$ cat src/rtl/tns_decoder_12.sv
// tns_decoder_12: 12-bit TNS codeword to BLEN04-bit data decoder.
// Two-stage valid/ready pipeline with backpressure and range checking.
// Ports: clock, rst_n (async active-low), in_valid/in_ready/codein,
//   out_valid/out_ready/dataout/code_err, err_cnt (TNS_DEC_ERRCNT_EN).
// Optional: define TNS_DEC_ERRCNT_EN for a saturating code_err counter.
// Weights are taken from TNS.vh when it is included beforehand; the
//   fallback values below match the paired 12-bit encoder.

`ifndef BLEN04
`define BLEN04 8
`endif
`ifndef TNS01_A
`define TNS01_A 2
`endif
`ifndef TNS01_B
`define TNS01_B 1
`endif
`ifndef TNS02_A
`define TNS02_A 8
`endif
`ifndef TNS02_B
`define TNS02_B 5
`endif
`ifndef TNS02_C
`define TNS02_C 3
`endif
`ifndef TNS03_A
`define TNS03_A 34
`endif
`ifndef TNS03_B
`define TNS03_B 21
`endif
`ifndef TNS03_C
`define TNS03_C 13
`endif
`ifndef TNS04_A
`define TNS04_A 144
`endif
`ifndef TNS04_B
`define TNS04_B 89
`endif
`ifndef TNS04_C
`define TNS04_C 55
`endif

module tns_decoder_12 #(
  parameter int DW   = `BLEN04,
  parameter int SUMW = `BLEN04 + 1
) (
  input  logic          clock,
  input  logic          rst_n,
  input  logic          in_valid,
  output logic          in_ready,
  input  logic [11:0]   codein,
  output logic          out_valid,
  input  logic          out_ready,
  output logic [DW-1:0] dataout,
  output logic          code_err
`ifdef TNS_DEC_ERRCNT_EN
  ,
  output logic [15:0]   err_cnt
`endif
);

  localparam logic [SUMW-1:0] W11 = SUMW'(`TNS04_A);
  localparam logic [SUMW-1:0] W10 = SUMW'(`TNS04_B);
  localparam logic [SUMW-1:0] W9  = SUMW'(`TNS04_C);
  localparam logic [SUMW-1:0] W8  = SUMW'(`TNS03_A);
  localparam logic [SUMW-1:0] W7  = SUMW'(`TNS03_B);
  localparam logic [SUMW-1:0] W6  = SUMW'(`TNS03_C);
  localparam logic [SUMW-1:0] W5  = SUMW'(`TNS02_A);
  localparam logic [SUMW-1:0] W4  = SUMW'(`TNS02_B);
  localparam logic [SUMW-1:0] W3  = SUMW'(`TNS02_C);
  localparam logic [SUMW-1:0] W2  = SUMW'(`TNS01_A);
  localparam logic [SUMW-1:0] W1  = SUMW'(`TNS01_B);
  localparam logic [SUMW-1:0] W0  = SUMW'(1);

  // Largest value representable in DW bits.
  localparam logic [SUMW-1:0] MAXV = SUMW'((1 << DW) - 1);

  logic            w_adv;
  logic            r_s1_valid;
  logic [SUMW-1:0] r_g4;
  logic [SUMW-1:0] r_g3;
  logic [SUMW-1:0] r_g2;
  logic [SUMW-1:0] r_g1;
  logic [SUMW-1:0] w_g4;
  logic [SUMW-1:0] w_g3;
  logic [SUMW-1:0] w_g2;
  logic [SUMW-1:0] w_g1;
  logic [SUMW-1:0] w_sum;

  // Whole pipe moves together; in_ready never looks at in_valid.
  assign w_adv    = !out_valid || out_ready;
  assign in_ready = w_adv;

  assign w_g4 = (codein[11] ? W11 : '0)
              + (codein[10] ? W10 : '0)
              + (codein[9]  ? W9  : '0);
  assign w_g3 = (codein[8]  ? W8  : '0)
              + (codein[7]  ? W7  : '0)
              + (codein[6]  ? W6  : '0);
  assign w_g2 = (codein[5]  ? W5  : '0)
              + (codein[4]  ? W4  : '0)
              + (codein[3]  ? W3  : '0);
  assign w_g1 = (codein[2]  ? W2  : '0)
              + (codein[1]  ? W1  : '0)
              + (codein[0]  ? W0  : '0);

  assign w_sum = r_g4 + r_g3 + r_g2 + r_g1;

  always_ff @(posedge clock or negedge rst_n) begin
    if (!rst_n) begin
      r_s1_valid <= 1'b0;
      r_g4       <= '0;
      r_g3       <= '0;
      r_g2       <= '0;
      r_g1       <= '0;
    end else if (w_adv) begin
      r_s1_valid <= in_valid;
      if (in_valid) begin
        r_g4 <= w_g4;
        r_g3 <= w_g3;
        r_g2 <= w_g2;
        r_g1 <= w_g1;
      end
    end
  end

  always_ff @(posedge clock or negedge rst_n) begin
    if (!rst_n) begin
      out_valid <= 1'b0;
      dataout   <= '0;
      code_err  <= 1'b0;
    end else if (w_adv) begin
      out_valid <= r_s1_valid;
      if (r_s1_valid) begin
        dataout  <= w_sum[DW-1:0];
        code_err <= (w_sum > MAXV);
      end
    end
  end

`ifdef TNS_DEC_ERRCNT_EN
  always_ff @(posedge clock or negedge rst_n) begin
    if (!rst_n) begin
      err_cnt <= '0;
    end else if (out_valid && out_ready && code_err
                 && (err_cnt != 16'hFFFF)) begin
      err_cnt <= err_cnt + 16'd1;
    end
  end
`endif

endmodule
$ cat config.mk
export PLATFORM = sky130hd
export DESIGN_NAME = tns_decoder_12
export DESIGN_NICKNAME = d
export VERILOG_FILES = /design/src/rtl/tns_decoder_12.sv
export SDC_FILE = /design/constraint.sdc
export NUM_CORES = 1
export LEC_CHECK = 0
export CAP_MARGIN = 30
export CORE_UTILIZATION = 55
export DETAILED_ROUTE_END_ITERATION = 16
export PLACE_DENSITY = 0.89
export SLEW_MARGIN = 20
export SYNTH_ARGS = -nofsm -noshare
export SYNTH_HDL_FRONTEND = slang
export SYNTH_SLANG_ARGS = --single-unit
$ cat constraint.sdc
create_clock -name clock -period 3.1 [get_ports clock]
set_input_delay 0.62 -clock clock [delete_from_list [all_inputs] [get_ports clock]]
set_output_delay 0.62 -clock clock [all_outputs]
set_load 0.05 [all_outputs]
==> impl_metrics.tcl, run 1 <==
set metrics [dict create \
    status "finished clean" \
    fmax_mhz 333 \
    setup_ws_ns 0.0980 \
    core_um2 3470 \
    fill_cells 258 \
    post_drt_wl_per_cell_um 13.8 \
    p_sw_frac 0.398 \
    synth_cells 191 \
    drt_pass1_iterations 4 \
    required_ns 3.29 \
    drtIter0Drc 46 \
    p_total_w 0.00207 \
    htreeDepth 2 \
    cts_tree "yes" \
    dieArea_um2 3990 \
    maxCapViolations 0 \
    critPathSlowestCell "fa_1" \
    post-route-period-util 0.968 \
    gr-usage-met1 0.252 \
    grt_max_degree 36 \
    initial_core_util 0.594 \
    end_kind "flop" \
    layout-drive-gt1-share 0.121 \
    clk_pin_slew_worst_paths_ns 0.07 \
    gr-usage-met3 0.0562 \
    synth.avg_cell_area_um2 10.8 \
    fin_tns_setup_ns 0 \
    cp.arrival_ns 3.20 \
    cts_buffers 5 \
    busiest_layer "met2" \
    wl_um 3700 \
    grt_pass1_wl_um 6430 \
    drc_errors 0 \
    grt_usage 0.213 \
    synth_warnings 0 \
    num-nets-final 275 \
    syn_area_um2 2060 \
    clk_path_buf_depth 2 \
    post-dp-hpwl_um 2770 \
    place_ws_ns 0.0988 \
    fp.dieW_um 63.2 \
    path_cells "inv_2 -> fa_1 -> inv_1 -> fa_1 -> ha_2 -> inv_1 -> fa_2 -> nor2b_4 -> o31a_1 -> o21a_1 -> o21a_1 -> o31ai_2" \
    cp_max_fo 3 \
    startpoint_type "flop" \
    relSlewSlack 0.675 \
    switchingPower_w 0.000826 \
    p_leak_nw 1.22 \
    path_buf_inv 3 \
    clock-sinks 33 \
    io_buffers 26 \
    hp-class "flop to flop" \
    gp_congestion 0.808 \
    grt_pass1_vias 1399 \
    maxSlewViolCount 0 \
    antenna_found_initial 0 \
    finalHoldViolCount 0 \
    p_comb_frac 0.509 \
    path_delay_family "adder cells" \
    synth.distinct_cells 28 \
    insertion_delay_ns 0.29 \
    gr-usage-met2 0.383 \
    rows 21 \
    via_count 1397 \
    max-vdd-ir-drop_v 0.000365 \
    final_cell_mix "33 x dfrtp_1, 27 x ha_1, 25 x clkdlybuf4s50_1" \
    critPathMaxStageDelay_ns 0.54 \
    vias_per_cell 5.19 \
    clkPwrFrac 0.201 \
    syn2layout_area_growth_pct 21.5 \
    path_class "flop to flop" \
    hold_ws_ns 0.473 \
    synth-seq-cells 33 \
    antenna_left 0 \
    grt-ovfl-total 0 \
    timing.final.crit_period_ns 3.00 \
    worst_pin_slew_ns 0.487 \
    setup_violations 0 \
    cts_root_buf "clkbuf_8" \
    yosysSeqAreaShare 0.401 \
    synthesis.nets 244 \
    diodes 0 \
    mostFrequentLayoutCell "dfrtp_1" \
    die_y_um 63.2 \
    p_int_w 0.00125 \
    skew_ns 0.00896 \
    powerDensity_nw_per_um2 829 \
    io_pins 27 \
    pwr-share-seq 0.290 \
]
## registers in the layout (all words and copies together) (netlist names)
| register | flops |
|---|---|
| dataout | 8 |
| r_g4 | 8 |
| r_g3 | 6 |
| r_g2 | 5 |
| r_g1 | 3 |
| code_err | 1 |
| out_valid | 1 |
| r_s1_valid | 1 |
## area by class of cell
class | instances | area (um2) | share of cell area
tap | 46 | 57.6 | 0.0230
multi-input combinational | 129 | 1130 | 0.453
sequential | 33 | 826 | 0.330
timing repair buffer | 29 | 280 | 0.112
clock inverter | 1 | 30.0 | 0.0120
clock buffer | 7 | 86.3 | 0.0345
inverter | 24 | 90.1 | 0.0360
## worst paths after layout
path	startpoint	cells past startpoint	end	slack (ns)
max reg2reg	r_g4[2]	12	dataout[7]	0.1
min	r_s1_valid	2	out_valid	0.47
min reg2reg	r_s1_valid	2	out_valid	0.47
max	r_g4[2]	12	dataout[7]	0.1
min in group asynchronous	rst_n	2	r_g2[0]	0.73
max in group asynchronous	rst_n	2	r_g4[5]	2.08
## cell families (layout without fill, tap and decap cells)
| kind of cell | count (synthesis) | after routing | share of synthesized area |
|---|---|---|---|
| AOI/OAI and AO/OA | 35 | 35 | 0.100 |
| xor gates and xnor gates | 12 | 12 | 0.0510 |
| adders and majority gates | 37 | 37 | 0.258 |
| buffers and inverters | 29 | 61 | 0.0541 |
| DFF | 33 | 33 | 0.401 |
| muxes | 11 | 11 | 0.0601 |
| and+or+nand+nor | 34 | 34 | 0.0759 |
## synthesized netlist by cell type, drive strengths merged
| cell type | n | area share |
|---|---|---|
| dfrtp | 33 | 0.40 |
| ha | 28 | 0.17 |
| inv | 24 | 0.044 |
| nand2 | 20 | 0.036 |
| o21ai | 17 | 0.041 |
| mux2 | 11 | 0.060 |
| fa | 9 | 0.087 |
| a21oi | 6 | 0.015 |
| xnor2 | 6 | 0.026 |
| xor2 | 6 | 0.026 |
| clkbuf | 4 | 0.0079 |
| nand3 | 4 | 0.0097 |
| nor2 | 4 | 0.0073 |
| o21a | 3 | 0.011 |
| a21o | 2 | 0.0073 |
| a31oi | 2 | 0.0061 |
| nand4 | 2 | 0.0061 |
| a211oi | 1 | 0.0036 |
| a32o | 1 | 0.0049 |
| and3b | 1 | 0.0043 |
| buf | 1 | 0.0024 |
| nand2b | 1 | 0.0030 |
| nor2b | 1 | 0.0067 |
| nor3 | 1 | 0.0024 |
| o21bai | 1 | 0.0036 |
| o31a | 1 | 0.0043 |
| o31ai | 1 | 0.0036 |
## what timing repair did
action	CTS	global route
hold buffers	0	0
setup buffers	0	1
gates resized for setup	0	4
endpoints found under the setup margin	0	1
## worst min-delay path: cells and delay by family, from the launching register on
kind                   cells  cell delay (ns)
AND/OR/NAND/NOR            1             0.05
flip-flops                 1             0.34
buffers and inverters      1             0.05
## layer usage
layer | share of wire | wire length (um) | up-vias
met5 | 0 | 0 | -
met4 | 0.0078 | 29 | 0
met3 | 0.026 | 98 | 4
met2 | 0.53 | 1950 | 21
met1 | 0.44 | 1620 | 676
li1 | - | - | 696
## through the flow
step / cells / area [um2] / util
2_1_floorplan: 191 / 2060 / -
3_5_place_dp: 260 / 2370 / 0.683
4_1_cts: 268 / 2480 / 0.716
3_3_place_gp: 260 / 2370 / 0.683
6_report: 269 / 2500 / 0.722
5_1_grt: 269 / 2500 / 0.722
## power groups by stage
stage / clock network, W / registers [W] / logic (W)
finish: 0.000417 / 0.000602 / 0.00105
detailed placement: 0 / 0.000610 / 0.00101
floorplan: 0 / 0.000806 / 0.000540
global placement: 0 / 0.000603 / 0.000983
global route: 0.000446 / 0.000615 / 0.00117
CTS: 0.000423 / 0.000604 / 0.00103
Note: power is estimated with default switching activity, not from simulation.
==> run 2, diff against run 1 <==
--- a/config.mk
+++ b/config.mk
@@ -6,9 +6,9 @@
 export NUM_CORES = 1
 export LEC_CHECK = 0
 export CAP_MARGIN = 30
-export CORE_UTILIZATION = 55
+export CORE_UTILIZATION = 59
 export DETAILED_ROUTE_END_ITERATION = 16
-export PLACE_DENSITY = 0.89
+export PLACE_DENSITY = 0.94
 export SLEW_MARGIN = 20
 export SYNTH_ARGS = -nofsm -noshare
 export SYNTH_HDL_FRONTEND = slang
==> constraint.sdc (replaced) <==
create_clock -name clock -period 3.6 [get_ports clock]
set_input_delay 0.72 -clock clock [delete_from_list [all_inputs] [get_ports clock]]
set_output_delay 0.72 -clock clock [all_outputs]
set_load 0.05 [all_outputs]
==> run 2 against run 1 <==
  * Sequential cell count stayed put
  * Global-route usage rose by 1.2 points
  * Worst setup slack improved by 0.47 ns
  * Cell area fell by 3.0%
  * Largest cell class unchanged
  * Routed wire length shrank 9.5%
==> impl_metrics.tcl, run 2 (synthesized netlist as in run 1, its figures left out) <==
set metrics [dict create \
    status "finished clean" \
    p_sw_frac 0.434 \
    reg2reg_slack_ns 0.57 \
    post-route-period-util 0.841 \
    r2r_start "r_g4[2]" \
    antenna_left 0 \
    post_drt_wl_per_cell_um 12.5 \
    clock-sinks 33 \
    required_ns 3.84 \
    drc_errors 0 \
    io_buffers 26 \
    gp_congestion 0.765 \
    final_cell_mix "33 x dfrtp_1, 28 x ha_1, 26 x clkdlybuf4s50_1" \
    p_int_w 0.000903 \
    path_delay_family "adder cells" \
    grt_max_degree 34 \
    drtIter0Drc 50 \
    num-nets-final 274 \
    via_count 1389 \
    min_path_cells 2 \
    io_pins 27 \
    grt_pass1_vias 1408 \
    skew_ns 0.00536 \
    setup_violations 0 \
    fin_tns_setup_ns 0 \
    syn2layout_area_growth_pct 17.8 \
    clkPwrFrac 0.128 \
    largestRegisters "dataout (8), r_g4 (8), r_g3 (6)" \
    wl_um 3350 \
    powerDensity_nw_per_um2 657 \
    rows 21 \
    clk_pin_slew_worst_paths_ns 0.11 \
    rsz0062_at_grt "false" \
    diodes 0 \
    clk_path_buf_depth 2 \
    switchingPower_w 0.000692 \
    finalHoldViolCount 0 \
    worst_pin_slew_ns 0.947 \
    antenna_found_initial 0 \
    cp_max_fo 3 \
    fp.dieW_um 61.1 \
    hp-class "flop to flop" \
    mostFrequentLayoutCell "dfrtp_1" \
    p_total_w 0.00159 \
    path_buf_inv 3 \
    fill_cells 237 \
    p_comb_frac 0.548 \
    fmax_mhz 330 \
    layout-drive-gt1-share 0.0991 \
    maxSlewViolCount 0 \
    post-dp-hpwl_um 2570 \
    grt_pass1_wl_um 5930 \
    startpoint_type "flop" \
    path_cells "inv_1 -> fa_1 -> inv_1 -> fa_1 -> ha_1 -> inv_1 -> fa_1 -> nor2b_4 -> o31a_1 -> o21a_1 -> o21a_1 -> o31ai_1" \
    htreeDepth 2 \
    max-vdd-ir-drop_v 0.000292 \
    initial_core_util 0.617 \
    vias_per_cell 5.18 \
    pwr-share-seq 0.324 \
    cp.arrival_ns 3.27 \
    dieArea_um2 3730 \
    cts_tree "yes" \
    timing.final.crit_period_ns 3.03 \
    rr_endpoint "dataout[7]" \
    p_leak_nw 1.19 \
    critPathMaxStageDelay_ns 0.53 \
    critPathSlowestCell "fa_1" \
    grt-ovfl-total 0 \
    whs_endpoint "out_valid" \
    maxCapViolations 0 \
    end_kind "flop" \
    insertion_delay_ns 0.34 \
    hold_start "r_s1_valid" \
    cts_root_buf "clkbuf_4" \
    core_um2 3340 \
    post_cts.repair.setup_buffers 0 \
    reg2reg_depth 12 \
    grt_usage 0.225 \
    drt_pass1_iterations 4 \
    cts_buffers 5 \
    relSlewSlack 0.367 \
    die_y_um 61.1 \
    path_class "flop to flop" \
    hold_buffers 0 \
    cts-resized-gates 0 \
]
## run 2: cell types whose count changed in the layout (fill, tap and decap cells not counted), moves of 2 or more
cell,change
buf_4,-2
clkbuf_4,+5
clkbuf_8,-6
clkinv_2,+2
## run 2: stage by stage
stage	worst slack, ns	area [um2]	hold slack, ns	std cells	util
detailed placement	0.600	2370	0.461	260	0.711
CTS	0.571	2430	0.486	268	0.727
finish	0.571	2430	0.486	268	0.727
floorplan	0.741	2060	0.424	191	-
global route	0.346	2430	0.518	268	0.727
global placement	0.660	2370	0.451	260	0.711
## run 2: how the worst max path moves through the flow
stage              start    endpoint  slack, ns  cells past startpoint
2_1_floorplan    r_g4[2]  dataout[7]       0.74                     12
3_3_place_gp   out_ready    in_ready       0.66                      3
3_5_place_dp     r_g4[2]  dataout[7]       0.60                     12
4_1_cts          r_g4[2]  dataout[7]       0.57                     12
5_1_grt          r_g4[2]  dataout[7]       0.35                     12
6_report         r_g4[2]  dataout[7]       0.57                     12
## run 2: power groups by stage
stage | Clock [W] | Sequential, W | Combinational (W)
finish | 0.000204 | 0.000516 | 0.000874
global route | 0.000230 | 0.000529 | 0.000984
CTS | 0.000214 | 0.000518 | 0.000880
detailed placement | 0 | 0.000525 | 0.000873
global placement | 0 | 0.000519 | 0.000846
floorplan | 0 | 0.000694 | 0.000465
## run 2: area by class of cell
| type | instances | area, um2 | share of cell area |
|---|---|---|---|
| repair buffers | 28 | 275 | 0.113 |
| clock inverters | 3 | 17.5 | 0.00722 |
| clock buffers | 5 | 37.5 | 0.0155 |
| flip-flops and latches | 33 | 826 | 0.340 |
| multi-input cells | 129 | 1120 | 0.463 |
| inverters | 24 | 90.1 | 0.0371 |
| well taps | 46 | 57.6 | 0.0237 |
## run 2: layer usage
metal / vias up / wire length, um / share of wire / track usage
li1: 695 / - / - / -
met1: 657 / 1500 / 0.45 / 0.286
met2: 31 / 1660 / 0.50 / 0.362
met3: 6 / 126 / 0.038 / 0.0693
met4: 0 / 62 / 0.019 / 0.0877
met5: - / 0 / 0 / 0
## run 2: worst min-delay path, stage by stage, from the launching register on
cell	delay, ns
dfrtp_1	0.36
inv_1	0.05
nand2_1	0.05
